## src/rtl/lfsr_misr_engine.sv

```systemverilog
// Galois LFSR / MISR engine for BIST: pattern generation, response compaction,
// lockup recovery, period detection and a signature compare with pass/fail.
module lfsr_misr_engine #(
  parameter int              Length        = 8,
  parameter logic [1:Length] initial_state = 8'h91,
  parameter int              Cnt_width     = 16,
  parameter int              Sig_cycles    = 255
) (
  input  logic                 Clock,
  input  logic                 Reset,
  input  logic                 Load,
  input  logic [1:Length]      Seed,
  input  logic [1:Length]      Taps,
  input  logic                 Start_lfsr,
  input  logic                 Start_misr,
  input  logic                 Stop,
  input  logic                 Enable,
  input  logic [1:Length]      Data_in,
  input  logic [1:Length]      Golden,
  output logic [1:Length]      Y,
  output logic [Cnt_width-1:0] Count,
  output logic                 Busy,
  output logic                 Done,
  output logic                 Pass,
  output logic                 Lockup,
  output logic                 Period_done,
  output logic [1:0]           State_dbg
);

  typedef enum logic [1:0] {IDLE, RUN_LFSR, RUN_MISR, DONE} state_t;

  // A signature length of zero is treated as a single step.
  localparam logic [Cnt_width-1:0] SIG_EFF =
    (Sig_cycles == 0) ? Cnt_width'(1) : Cnt_width'(Sig_cycles);

  state_t                state_q, state_d;
  logic [1:Length]       y_q, y_d, seed_q, seed_d, step_y, d;
  logic [Cnt_width-1:0]  count_q, count_d, count_inc;
  logic                  busy_q, busy_d, done_q, done_d, pass_q, pass_d;
  logic                  lockup_q, lockup_d, period_q, period_d;
  logic                  fb;
  logic                  unused_tap;

  // The top tap bit has no cell to feed.
  assign unused_tap = Taps[Length];
  assign count_inc  = count_q + Cnt_width'(1);

  always_comb begin
    step_y = '0;
    fb     = y_q[Length];
    d      = (state_q == RUN_MISR) ? Data_in : '0;
    step_y[1] = fb ^ d[1];
    for (int k = 2; k <= Length; k++) begin
      step_y[k] = y_q[k-1] ^ (Taps[Length-k+1] & fb) ^ d[k];
    end
  end

  // Start_* are single-cycle requests honoured only in IDLE; Busy reports
  // that a run is in progress and further starts are dropped until IDLE.
  always_comb begin
    state_d  = state_q;
    y_d      = y_q;
    seed_d   = seed_q;
    count_d  = count_q;
    done_d   = done_q;
    pass_d   = pass_q;
    lockup_d = 1'b0;
    period_d = 1'b0;
    if (Load) begin
      y_d     = Seed;
      seed_d  = Seed;
      count_d = '0;
      done_d  = 1'b0;
      pass_d  = 1'b0;
      state_d = IDLE;
    end else if (Stop) begin
      state_d = IDLE;
      done_d  = 1'b0;
      pass_d  = 1'b0;
    end else begin
      case (state_q)
        IDLE: begin
          if (Start_misr) begin
            state_d = RUN_MISR;
            count_d = '0;
          end else if (Start_lfsr) begin
            state_d = RUN_LFSR;
            count_d = '0;
          end
        end
        RUN_LFSR: begin
          if (Enable) begin
            count_d = count_inc;
            if (y_q == '0) begin
              y_d      = (seed_q != '0) ? seed_q : initial_state;
              lockup_d = 1'b1;
            end else begin
              y_d = step_y;
            end
            period_d = (y_d == seed_q);
          end
        end
        RUN_MISR: begin
          if (Enable) begin
            y_d     = step_y;
            count_d = count_inc;
            if (count_inc == SIG_EFF) begin
              state_d = DONE;
              done_d  = 1'b1;
              pass_d  = (step_y == Golden);
            end
          end
        end
        default: ;
      endcase
    end
    busy_d = (state_d == RUN_LFSR) || (state_d == RUN_MISR);
  end

  always_ff @(posedge Clock or posedge Reset) begin
    if (Reset) begin
      state_q  <= IDLE;
      y_q      <= initial_state;
      seed_q   <= initial_state;
      count_q  <= '0;
      busy_q   <= 1'b0;
      done_q   <= 1'b0;
      pass_q   <= 1'b0;
      lockup_q <= 1'b0;
      period_q <= 1'b0;
    end else begin
      state_q  <= state_d;
      y_q      <= y_d;
      seed_q   <= seed_d;
      count_q  <= count_d;
      busy_q   <= busy_d;
      done_q   <= done_d;
      pass_q   <= pass_d;
      lockup_q <= lockup_d;
      period_q <= period_d;
    end
  end

  assign Y           = y_q;
  assign Count       = count_q;
  assign Busy        = busy_q;
  assign Done        = done_q;
  assign Pass        = pass_q;
  assign Lockup      = lockup_q;
  assign Period_done = period_q;
  assign State_dbg   = state_q;

endmodule

```

## config.mk

```make
export PLATFORM = sky130hd
export DESIGN_NAME = lfsr_misr_engine
export DESIGN_NICKNAME = d
export VERILOG_FILES = /design/src/rtl/lfsr_misr_engine.sv
export SDC_FILE = /design/constraint.sdc
export NUM_CORES = 1
export LEC_CHECK = 0
export BUFFER_PORTS_ARGS = -buffer_cell sky130_fd_sc_hd__buf_4
export CORE_AREA = 5 5 77 79
export CTS_CLUSTER_DIAMETER = 80
export DETAILED_ROUTE_END_ITERATION = 10
export DIE_AREA = 0 0 82 84
export GPL_TIMING_DRIVEN = 0
export HOLD_SLACK_MARGIN = 0.1
export PLACE_DENSITY = 0.81
export SLEW_MARGIN = 5
export SYNTH_ARGS = -nofsm -noshare
export SYNTH_HDL_FRONTEND = slang
export SYNTH_SLANG_ARGS = --single-unit
export TNS_END_PERCENT = 5
```

## constraint.sdc

```tcl
create_clock -name Clock -period 5.7 [get_ports Clock]
set_input_delay 0 -clock Clock [delete_from_list [all_inputs] [get_ports Clock]]
set_output_delay 0 -clock Clock [all_outputs]
set_load 0.01 [all_outputs]
```

==> qor.yml, run 1 <==
setup_slack_ns: 2.92
p_switching_uw: 212
preCtsSetupSlack_ns: 2.97
clockPowerShare_pct: 32.3
htreeDepth: 2
required_ns: 5.92
layout-drive-gt1-share_pct: 26.3
synth-seq-cells: 39
fin_setup_tns_ns: 0
crit_chain: "inv_1 > ha_1 > nand2_1 > xnor2_1 > xnor3_1 > nor4_1 > o2111ai_1 > a21oi_1"
fmax_ghz: 0.360
r2r_start: "State_dbg[0]"
p_comb_share_pct: 26.1
ys_types: 52
ant_nets: 0
crit_path_top_delay_cell: "dfrtp_1"
start_util_pct: 52.0
p_per_area_nw_per_um2: 211
place_hpwl_um: 5590
hp-start: "Stop"
cts_buffer_depth: 2
syn2layout_area_growth_pct: 30.2
die_w_um: 82
gr-total-overflow: 0
setup_violations: 0
finalHoldViolations: 0
root_buffer: "clkbuf_8"
tightest_slew_ns: 0.837
antenna_cells: 0
r2r-end: "Period_done"
finalNonFillerCells: 448
io_pins: 70
synth_area_per_cell_sq_um: 9.48
via_per_inst: 5.98
vias: 2677
ir_drop_mv: 0.134
worstRegToRegCells: 8
cts_buffers: 5
setup.worst_path.start: "State_dbg[0]"
io_buffers: 68
grt_pass1_vias: 2640
antenna_found_initial: 0
synthFlopType: "dfrtp_1"
drv_slew: 0
internal_power_uw: 541
syn_inst: 289
fp.dieArea_sq_um: 6890
crit_type: "reg -> reg"
clock_sinks: 39
ctsResizeCount: 0
grt_start_max_net_pins: 40
arrival_ns: 3.00
post_drt_wl_per_cell_um: 17.1
row_count: 27
status: "finished, final reports clean"
fin_crit_sh_pct: 48.8
drv_cap: 0
die_h_um: 84
clk_pin_slew_ns: 0.07
worst-path-stages: 8
rsz0062_at_grt: "no"
power.leakage_nw: 1.62
fin_worst_skew_ns: 0.00551
drt-total-wl_um: 7680
netSwitchingFraction_pct: 28.1
dpl.cell_count: 429
r2r_setup_slack_ns: 2.92
min_to: "Done"
grt_use_total_pct: 23.7
synth-edff-count: 0
gp_congestion: 0.879
slew_headroom_pct: 44.1
power_uw: 753
coreArea_sq_um: 5270
startpoint_type: "register"
final_nets: 420
synth-seq-area-share_pct: 35.9
worstPathMaxFanout: 7
period_needed_ns: 2.78
syn-num-nets: 334
p_seq_share_pct: 41.5
crit_path_end_kind: "register"
holdPathStages: 3
worst-path-buf-inv: 1
drtIter0Drc: 146
critPathMaxStageDelay_ns: 0.43
grt_pass1_wl_um: 12800
synth_warnings: 0
async_flop_share_pct: 100
drtPass1Iterations: 5
clk_latency_ns: 0.30
cts_tree: "yes"
hp-class: "in -> reg"
synth.cell_area_sq_um: 2740
path_delay_family: "XOR/XNOR gates"
drc: 0
[registers in the layout, summed over array words and instances, names as in the netlist]
signal / cells
Count: 16
Pass: 1
Y: 8
seed_q: 8
Busy: 1
Lockup: 1
State_dbg: 2
Done: 1
Period_done: 1
[repair_timing]
item,in CTS,in global routing
setup buffers,0,0
endpoints found under the hold margin,52,0
hold buffers,11,0
[layout by cell type, fill, tap and decap left out, types with 5 or more instances in the layout]
| cell type | instances |
|---|---|
| dfrtp_1 | 33 |
| dfstp_2 | 6 |
| xnor3_1 | 7 |
| o31ai_1 | 5 |
| nor2_1 | 27 |
| clkbuf_8 | 6 |
| o21ai_0 | 26 |
| xor2_1 | 14 |
| a221o_1 | 5 |
| nand4_1 | 7 |
| dlygate4sd3_1 | 11 |
| ha_1 | 6 |
| xnor2_1 | 15 |
| nor2b_1 | 5 |
| a22oi_1 | 5 |
| nand3_1 | 8 |
| nand2_1 | 28 |
| clkbuf_1 | 5 |
| inv_1 | 7 |
| nor4_1 | 8 |
| buf_4 | 69 |
| mux2_2 | 8 |
| a21oi_1 | 9 |
[cells in the mapped netlist (2+ instances only)]
cell,n,share of area [%]
a21boi_0,2,0.55
a21oi_1,9,1.6
a221o_1,5,1.8
a221oi_1,2,0.64
a22o_1,3,0.96
a22oi_1,5,1.4
and2_1,2,0.46
and3_1,4,0.91
clkbuf_1,5,0.69
dfrtp_1,33,30
dfstp_2,6,5.8
ha_1,6,2.7
inv_1,8,1.1
mux2_2,8,3.3
mux2i_1,3,1.1
nand2_1,28,3.8
nand2b_1,3,0.69
nand3_1,8,1.5
nand3b_1,3,0.82
nand4_1,7,1.6
nor2_1,27,3.7
nor2b_1,5,1.1
nor3_1,3,0.55
nor4_1,8,1.8
o2111ai_1,2,0.64
o21a_1,2,0.55
o21ai_0,26,4.7
o221ai_1,2,0.64
o31ai_1,5,1.4
or4_1,3,0.82
xnor2_1,15,4.8
xnor3_1,7,5.8
xor2_1,14,4.5
xor3_1,2,1.7
[power by group through the flow]
stage	sequential [mW]	combinational (mW)	clock [mW]
2_1_floorplan	0.316	0.123	0
3_3_place_gp	0.317	0.182	0
3_5_place_dp	0.318	0.188	0
4_1_cts	0.312	0.195	0.246
5_1_grt	0.315	0.213	0.260
6_report	0.313	0.197	0.243
[routing by layer]
layer	vias to the layer above	GRT usage, %	wire (um)
met5	-	0	0
met4	0	6.95	168
met1	1317	29.9	3100
met2	115	40.4	3890
li1	1231	-	-
met3	14	4.64	527
[worst min-delay path, stage by stage]
cell and delay (ns):
buf_4 0.10, nor2_1 0.12, o21a_1 0.14
[kinds of logic after synthesis]
logic type,share of synthesized area (%)
simple gates,21.6
compound gates,16.2
flops,35.9
xor+xnor,16.8
buf+inv,2.47
mux,4.38
fa+ha+maj,2.74
[worst max path at each step]
stage	end	slack [ns]
finish	Period_done	2.92
global route	Period_done	2.67
CTS	Pass	2.93
detailed placement	Pass	2.97
global placement	Pass	3.02
floorplan	Busy	3.39
[per-stage QoR]
step | utilization (%) | area, sq um | hold slack, ns
detailed placement | 63.4 | 3340 | 0.219
global route | 67.7 | 3570 | 0.119
CTS | 67.7 | 3570 | 0.101
global placement | 63.4 | 3340 | 0.244
floorplan | - | 2740 | 0.144
finish | 67.7 | 3570 | 0.102
[area by class of cell]
| cell class | count | area (sq um) |
|---|---|---|
| inverter | 8 | 30.0 |
| sequential | 39 | 983 |
| clock inverter | 2 | 35.0 |
| buffer | 7 | 37.5 |
| multi-input combinational | 235 | 1690 |
| timing repair buffer | 79 | 621 |
| fill | 439 | 1700 |
| tap | 72 | 90.1 |
| clock buffer | 6 | 82.6 |
Note: power is estimated with default switching activity, not from simulation.
==> run 2: changes to the inputs <==
--- a/config.mk
+++ b/config.mk
@@ -5,14 +5,15 @@
 export SDC_FILE = /design/constraint.sdc
 export NUM_CORES = 1
 export LEC_CHECK = 0
+export ABC_AREA = 1
 export BUFFER_PORTS_ARGS = -buffer_cell sky130_fd_sc_hd__buf_4
-export CORE_AREA = 5 5 77 79
+export CORE_AREA = 5 5 79 81
 export CTS_CLUSTER_DIAMETER = 80
 export DETAILED_ROUTE_END_ITERATION = 10
-export DIE_AREA = 0 0 82 84
+export DIE_AREA = 0 0 84 86
 export GPL_TIMING_DRIVEN = 0
 export HOLD_SLACK_MARGIN = 0.1
-export PLACE_DENSITY = 0.81
+export PLACE_DENSITY = 0.79
 export SLEW_MARGIN = 5
 export SYNTH_ARGS = -nofsm -noshare
 export SYNTH_HDL_FRONTEND = slang
==> constraint.sdc (replaced) <==
create_clock -name Clock -period 2.6 [get_ports Clock]
set_input_delay 0 -clock Clock [delete_from_list [all_inputs] [get_ports Clock]]
set_output_delay 0 -clock Clock [all_outputs]
set_load 0.01 [all_outputs]
==> run 2 against run 1 <==
  * Die area rose by 4.9%
  * Non-clock buffer count rose by 3
  * Count of clock-buffer cells in the layout rose by 2
  * Critical path depth rose by 1
  * Clock skew rose by 0.0030 ns
  * Power rose by 110%
  * Worst setup slack got worse by 2.7 ns
  * First-iteration DRC count fell by 16%
  * Flip-flop and latch count did not move
  * Critical endpoint is now Y[3]
==> qor.yml, run 2 <==
fin_worst_skew_ns: 0.00856  # +0.00305 ns
synthFlopType: "dfrtp_1"
cp-endpoint: "Y[3]"
required_ns: 2.78  # -3.14 ns
r2r-end: "Y[3]"
via_per_inst: 5.24  # -12%
startpoint_type: "register"
post_drt_wl_per_cell_um: 14.7  # -14%
largest_reg_flops: 16  # unchanged
vias: 2990  # +12%
grt_use_total_pct: 23.4  # -0.34 points
setup_violations: 0  # unchanged
final_common_cell: "nand2_1"
worstPathMaxFanout: 10  # +3
synth_area_per_cell_sq_um: 6.96  # -27%
gr-total-overflow: 0  # unchanged
synth.cell_area_sq_um: 2860  # +4.4%
async_flop_share_pct: 100  # unchanged
slew_headroom_pct: 43.6  # -0.54 points
cts_tree: "yes"
fmax_ghz: 0.422  # +17%
final_nets: 543  # +29%
tightest_slew_ns: 0.845  # +0.00803 ns
synth_xor_area_share_pct: 7.22  # -9.5 points
power_mw: 1.62  # +110%
clk_latency_ns: 0.29  # about the same
synth_compound_area_share_pct: 12.7  # -3.4 points
arrival_ns: 2.55  # -0.45 ns
start_util_pct: 52.9  # +0.92 points
die_h_um: 86  # +2.4%
antenna_found_initial: 0  # unchanged
grt_pass1_wl_um: 13800  # +7.6%
crit_path_end_kind: "register"
syn_inst: 411  # +42%
layout_common_cells: "nand2_1, buf_4, inv_1"
io_pins: 70  # unchanged
htreeDepth: 2  # unchanged
drt-total-wl_um: 8420  # +9.5%
ant_nets: 0  # unchanged
setup.worst_path.start: "State_dbg[0]"
preCtsSetupSlack_ns: 0.304  # -2.66 ns
drc: 0  # unchanged
r2r_setup_slack_ns: 0.23  # -2.69 ns
drtIter0Drc: 122  # -16%
drv_slew: 0  # unchanged
finalHoldViolations: 0  # unchanged
synthTopCellsByCount: "nand2_1, inv_1, nor2_1"
worstRegToRegCells: 9  # +1
fp.dieArea_sq_um: 7220  # +4.9%
antenna_cells: 0  # unchanged
period_needed_ns: 2.37  # -0.410 ns
synth_warnings: 0  # unchanged
fin_crit_sh_pct: 91.2  # +42 points
synth_fa_ha_area_share_pct: 2.62  # -0.12 points
syn-num-nets: 456  # +37%
status: "finished, final reports clean"
drv_cap: 0  # unchanged
critPathMaxStageDelay_ns: 0.44  # about the same
synth-seq-cells: 39  # unchanged
clk_pin_slew_ns: 0.08  # about the same
ctsResizeCount: 0  # unchanged
grt_pass1_vias: 3020  # +14%
synth-edff-count: 0  # unchanged
coreArea_sq_um: 5410  # +2.6%
gp_congestion: 0.965  # +9.8%
muxShareOfSynthArea_pct: 0  # -4.4 points
r2r_start: "State_dbg[0]"
io_buffers: 68  # unchanged
clock_sinks: 39  # unchanged
synth_most_common_cell: "nand2_1"
synthTopCellsByArea: "dfrtp_1, nand2_1, inv_1, o21ai_0, dfstp_2"
synth-seq-area-share_pct: 34.4  # -1.5 points
root_buffer: "clkbuf_8"
ir_drop_mv: 0.266  # +98%
utilization_pct: 68.1  # +0.39 points
power.leakage_nw: 1.83  # +13%
synth_top_cell_by_area: "dfrtp_1"
p_per_area_nw_per_um2: 440  # +110%
rsz0062_at_grt: "no"
place_hpwl_um: 6490  # +16%
crit_path_top_delay_cell: "dfrtp_1"
ys_types: 39  # -25%
synth_top_area_share_pct: 28.9  # -1.3 points
cts_buffer_depth: 2  # unchanged
crit_type: "reg -> reg"
row_count: 27  # unchanged
cts_buffers: 5  # unchanged
layout-drive-gt1-share_pct: 21.2  # -5.1 points
crit_path_frequent_cell: "inv_1"
crit_chain: "inv_1 > ha_1 > buf_6 > inv_1 > a211oi_1 > nor2_1 > inv_1 > o22ai_1 > o21bai_1"
setup_slack_ns: 0.230  # -2.69 ns
grt_start_max_net_pins: 40  # unchanged
fin_setup_tns_ns: 0  # unchanged
synth_top_family_by_area: "simple AND/OR/NAND/NOR gates"
synthSimpleGateAreaFrac_pct: 34.1  # +12 points
hp-class: "in -> reg"
die_w_um: 84  # +2.4%
drtPass1Iterations: 4  # -1
hold_ws_ns: 0.174  # +0.0715 ns
syn2layout_area_growth_pct: 28.7
## run 2: changes by cell type in the layout (fill, tap and decap cells not counted), sizes merged, moves of 7 or more
cell   delta
mux2      -8
inv      +48
nor2     +15
o21ai     +7
nand3    +21
nor4      -8
nand2    +96
xnor2    -10
## run 2: per-layer routing
layer | GRT usage, % | share of wire [%]
met4 | 5.70 | 0.99
met3 | 4.80 | 4.6
met2 | 45.3 | 53
met1 | 26.1 | 41
met5 | 0 | 0
## run 2: cell type report
type / instances / area (sq um)
Inverter: 56 / 210
Fill cell: 504 / 1720
Clock buffer: 8 / 100
Multi-Input combinational cell: 307 / 1620
Timing Repair Buffer: 80 / 631
Tap cell: 72 / 90.1
Buffer: 9 / 46.3
Sequential cell: 39 / 983
## run 2: kinds of logic after synthesis
| kind of cell | Yosys count |
|---|---|
| AND/OR/NAND/NOR | 215 |
| AO/OA/AOI/OAI | 64 |
| flip-flops | 39 |
| XOR/XNOR | 22 |
| buffers and inverters | 65 |
| adder cells (fa/ha/maj) | 6 |
## run 2: worst min path at each step
stage	start	end	slack, ns	cells past startpoint
after CTS	Golden[3]	Pass	0.14	8
after global placement	Seed[7]	seed_q[7]	0.24	3
after global routing	Golden[3]	Pass	0.21	8
after detailed placement	Reset	Count[0]	0.23	2
final	Golden[3]	Pass	0.17	8
after floorplan	Seed[5]	seed_q[5]	0.12	2
## run 2: what timing repair did
action | in CTS | in global routing
hold buffers | 12 | 0
hold endpoints to repair | 51 | 0
endpoints found under the setup margin | 0 | 0
setup buffers | 0 | 0
## run 2: critical path, delay by kind of cell, from the launching register on
kind	cells	cell delay (ns)
AND/OR/NAND/NOR	1	0.17
adder cells (fa/ha/maj)	1	0.28
flip-flops	1	0.44
AO/OA/AOI/OAI	3	0.60
buffers and inverters	4	0.77
## run 2: through the flow
| step | instances | instance area, sq um |
|---|---|---|
| floorplan | 411 | 2860 |
| finish | 571 | 3680 |
| CTS | 571 | 3680 |
| global route | 571 | 3680 |
| detailed placement | 551 | 3460 |
| global placement | 551 | 3460 |
## run 2: where the power goes
part           switching (mW)  total [mW]  leakage [nW]  internal (mW)
sequential             0.0291       0.675         0.503          0.646
clock                   0.219       0.462        0.0515          0.243
combinational           0.287       0.482          1.27          0.195
total                   0.536        1.62          1.83           1.08
==> run 3: changes to the inputs <==
--- a/config.mk
+++ b/config.mk
@@ -5,15 +5,15 @@
 export SDC_FILE = /design/constraint.sdc
 export NUM_CORES = 1
 export LEC_CHECK = 0
-export ABC_AREA = 1
-export BUFFER_PORTS_ARGS = -buffer_cell sky130_fd_sc_hd__buf_4
-export CORE_AREA = 5 5 79 81
+export BUFFER_PORTS_ARGS = -buffer_cell sky130_fd_sc_hd__buf_2
+export CORE_AREA = 5 5 78 80
 export CTS_CLUSTER_DIAMETER = 80
 export DETAILED_ROUTE_END_ITERATION = 10
-export DIE_AREA = 0 0 84 86
+export DIE_AREA = 0 0 83 85
 export GPL_TIMING_DRIVEN = 0
 export HOLD_SLACK_MARGIN = 0.1
 export PLACE_DENSITY = 0.79
+export RECOVER_POWER = 50
 export SLEW_MARGIN = 5
 export SYNTH_ARGS = -nofsm -noshare
 export SYNTH_HDL_FRONTEND = slang
==> run 3 against run 2 <==
  * Sequential share of layout area increased by 2.2 points
  * Critical path depth is the same
  * Fmax fell by 3.7%
  * Utilization down 4.2 points
  * Global-route usage is 2.0 points lower
  * Highest routed layer unchanged
  * Clock power down 9.1%
==> qor.yml, run 3 (synthesis results as in run 1) <==
status: "finished, final reports clean"
clk_pin_slew_ns: 0.08  # about the same
clock_sinks: 39  # unchanged
drt-total-wl_um: 7470  # -11%
largest_reg_flops: 16  # unchanged
fmax_ghz: 0.406  # -3.7%
slew_headroom_pct: 2.92  # -41 points
fin_setup_tns_ns: 0  # unchanged
p_per_area_nw_per_um2: 443  # +0.77%
clk_latency_ns: 0.30  # about the same
crit_path_end_kind: "register"
io_buffers: 68  # unchanged
worst-path-stages: 9  # unchanged
cts_buffer_depth: 2  # unchanged
grt_pass1_wl_um: 12500  # -9.7%
antenna_cells: 0  # unchanged
worstRegToRegCells: 9  # unchanged
final_common_cell: "buf_2"
grt_use_total_pct: 21.4  # -2.0 points
power.leakage_nw: 1.49  # -19%
path_delay_family: "XOR/XNOR gates"
worst-path-buf-inv: 2  # -2
drv_slew: 0  # unchanged
drtIter0Drc: 159  # +30%
grt_pass1_vias: 2545  # -16%
ant_nets: 0  # unchanged
htreeDepth: 2  # unchanged
power_mw: 1.51  # -6.6%
final_nets: 423  # -22%
holdPathStages: 3  # -5
syn2layout_area_growth_pct: 24.5
grt_start_max_net_pins: 40  # unchanged
drtPass1Iterations: 5  # +1
antenna_found_initial: 0  # unchanged
fp.dieArea_sq_um: 7060  # -2.3%
tightest_slew_ns: 1.45  # +0.610 ns
gr-total-overflow: 0  # unchanged
coreArea_sq_um: 5340  # -1.2%
setup_violations: 0  # unchanged
worstPathMaxFanout: 10  # unchanged
die_h_um: 85  # -1.2%
crit_path_top_delay_cell: "dfrtp_1"
cts_buffers: 5  # unchanged
layout-drive-gt1-share_pct: 21.9  # +0.66 points
place_hpwl_um: 5390  # -17%
drc: 0  # unchanged
vias: 2631  # -12%
via_per_inst: 5.83  # +11%
hold_ws_ns: 0.107  # -0.0667 ns
io_pins: 70  # unchanged
period_needed_ns: 2.46  # +0.0913 ns
ir_drop_mv: 0.307  # +15%
start_util_pct: 51.3  # -1.6 points
drv_cap: 0  # unchanged
crit_type: "reg -> reg"
layout_common_cells: "buf_2, dfrtp_1, clkbuf_1"
placed_area_sq_um: 3170  # -8.4%
post_drt_wl_per_cell_um: 16.6  # +12%
fin_worst_skew_ns: 0.00991  # +0.00135 ns
startpoint_type: "register"
fin_crit_sh_pct: 94.7  # +3.5 points
root_buffer: "clkbuf_8"
arrival_ns: 2.68  # +0.13 ns
cts_tree: "yes"
row_count: 27  # unchanged
crit_chain: "inv_2 > ha_4 > buf_4 > nand2_1 > xnor3_1 > xnor2_1 > nor4_1 > o2111ai_1 > a21oi_1"
r2r_setup_slack_ns: 0.14  # -0.09 ns
gp_congestion: 0.890  # -7.7%
required_ns: 2.82  # +0.04 ns
final_area_sq_um: 3410  # -7.3%
finalHoldViolations: 0  # unchanged
die_w_um: 83  # -1.2%
hp-class: "in -> reg"
critPathMaxStageDelay_ns: 0.45  # about the same
## run 3: metrics by stage
stage,std cells,setup WS [ns],utilization [%]
after floorplan,289,0.293,-
after global placement,429,-0.0355,59.4
after detailed placement,429,-0.0872,59.4
after CTS,448,0.0279,63.5
after global routing,451,-0.0241,63.9
final,451,0.139,63.9
## run 3: report_power, final
part           internal (mW)  switching [mW]  total, mW
clock network          0.192           0.228      0.420
logic                  0.209           0.199      0.408
registers              0.643          0.0416      0.685
## run 3: path summary, 6_finish.rpt
kind	start	endpoint
max	State_dbg[0]	Period_done
max reg2reg	State_dbg[0]	Period_done
min in group asynchronous	Reset	Y[6]
max in group asynchronous	Reset	Count[1]
min	Stop	Done
min reg2reg	Done	Done
## run 3: what timing repair did
action | 4_1_cts | 5_1_grt
gates resized for setup | 2 | 11
endpoints found under the hold margin | 52 | 0
pin swaps | 0 | 3
setup buffers | 0 | 3
hold buffers | 11 | 0
endpoints found under the setup margin | 2 | 9
## run 3: layout make-up
cell class	count	area, sq um
clock buffer	5	68.8
buffer	7	38.8
timing repair buffer	82	442
clock inverter	3	25.0
fill	488	1930
inverter	8	30.0
sequential	39	986
multi-input combinational	235	1730
tap	72	90.1
## run 3: layer usage
metal | vias up | global-route usage, % | part of all wire (%)
met5 | - | 0 | 0
met4 | 0 | 7.43 | 2.7
met3 | 20 | 4.56 | 6.0
met2 | 98 | 36.6 | 49
met1 | 1270 | 26.8 | 42
li1 | 1243 | - | -
## run 3: worst register-to-register path: stages (launching register included)
cell and delay (ns):
dfrtp_1 0.45, inv_2 0.16, ha_4 0.21, buf_4 0.19, nand2_1 0.08, xnor3_1 0.42
xnor2_1 0.16, nor4_1 0.36, o2111ai_1 0.17, a21oi_1 0.18
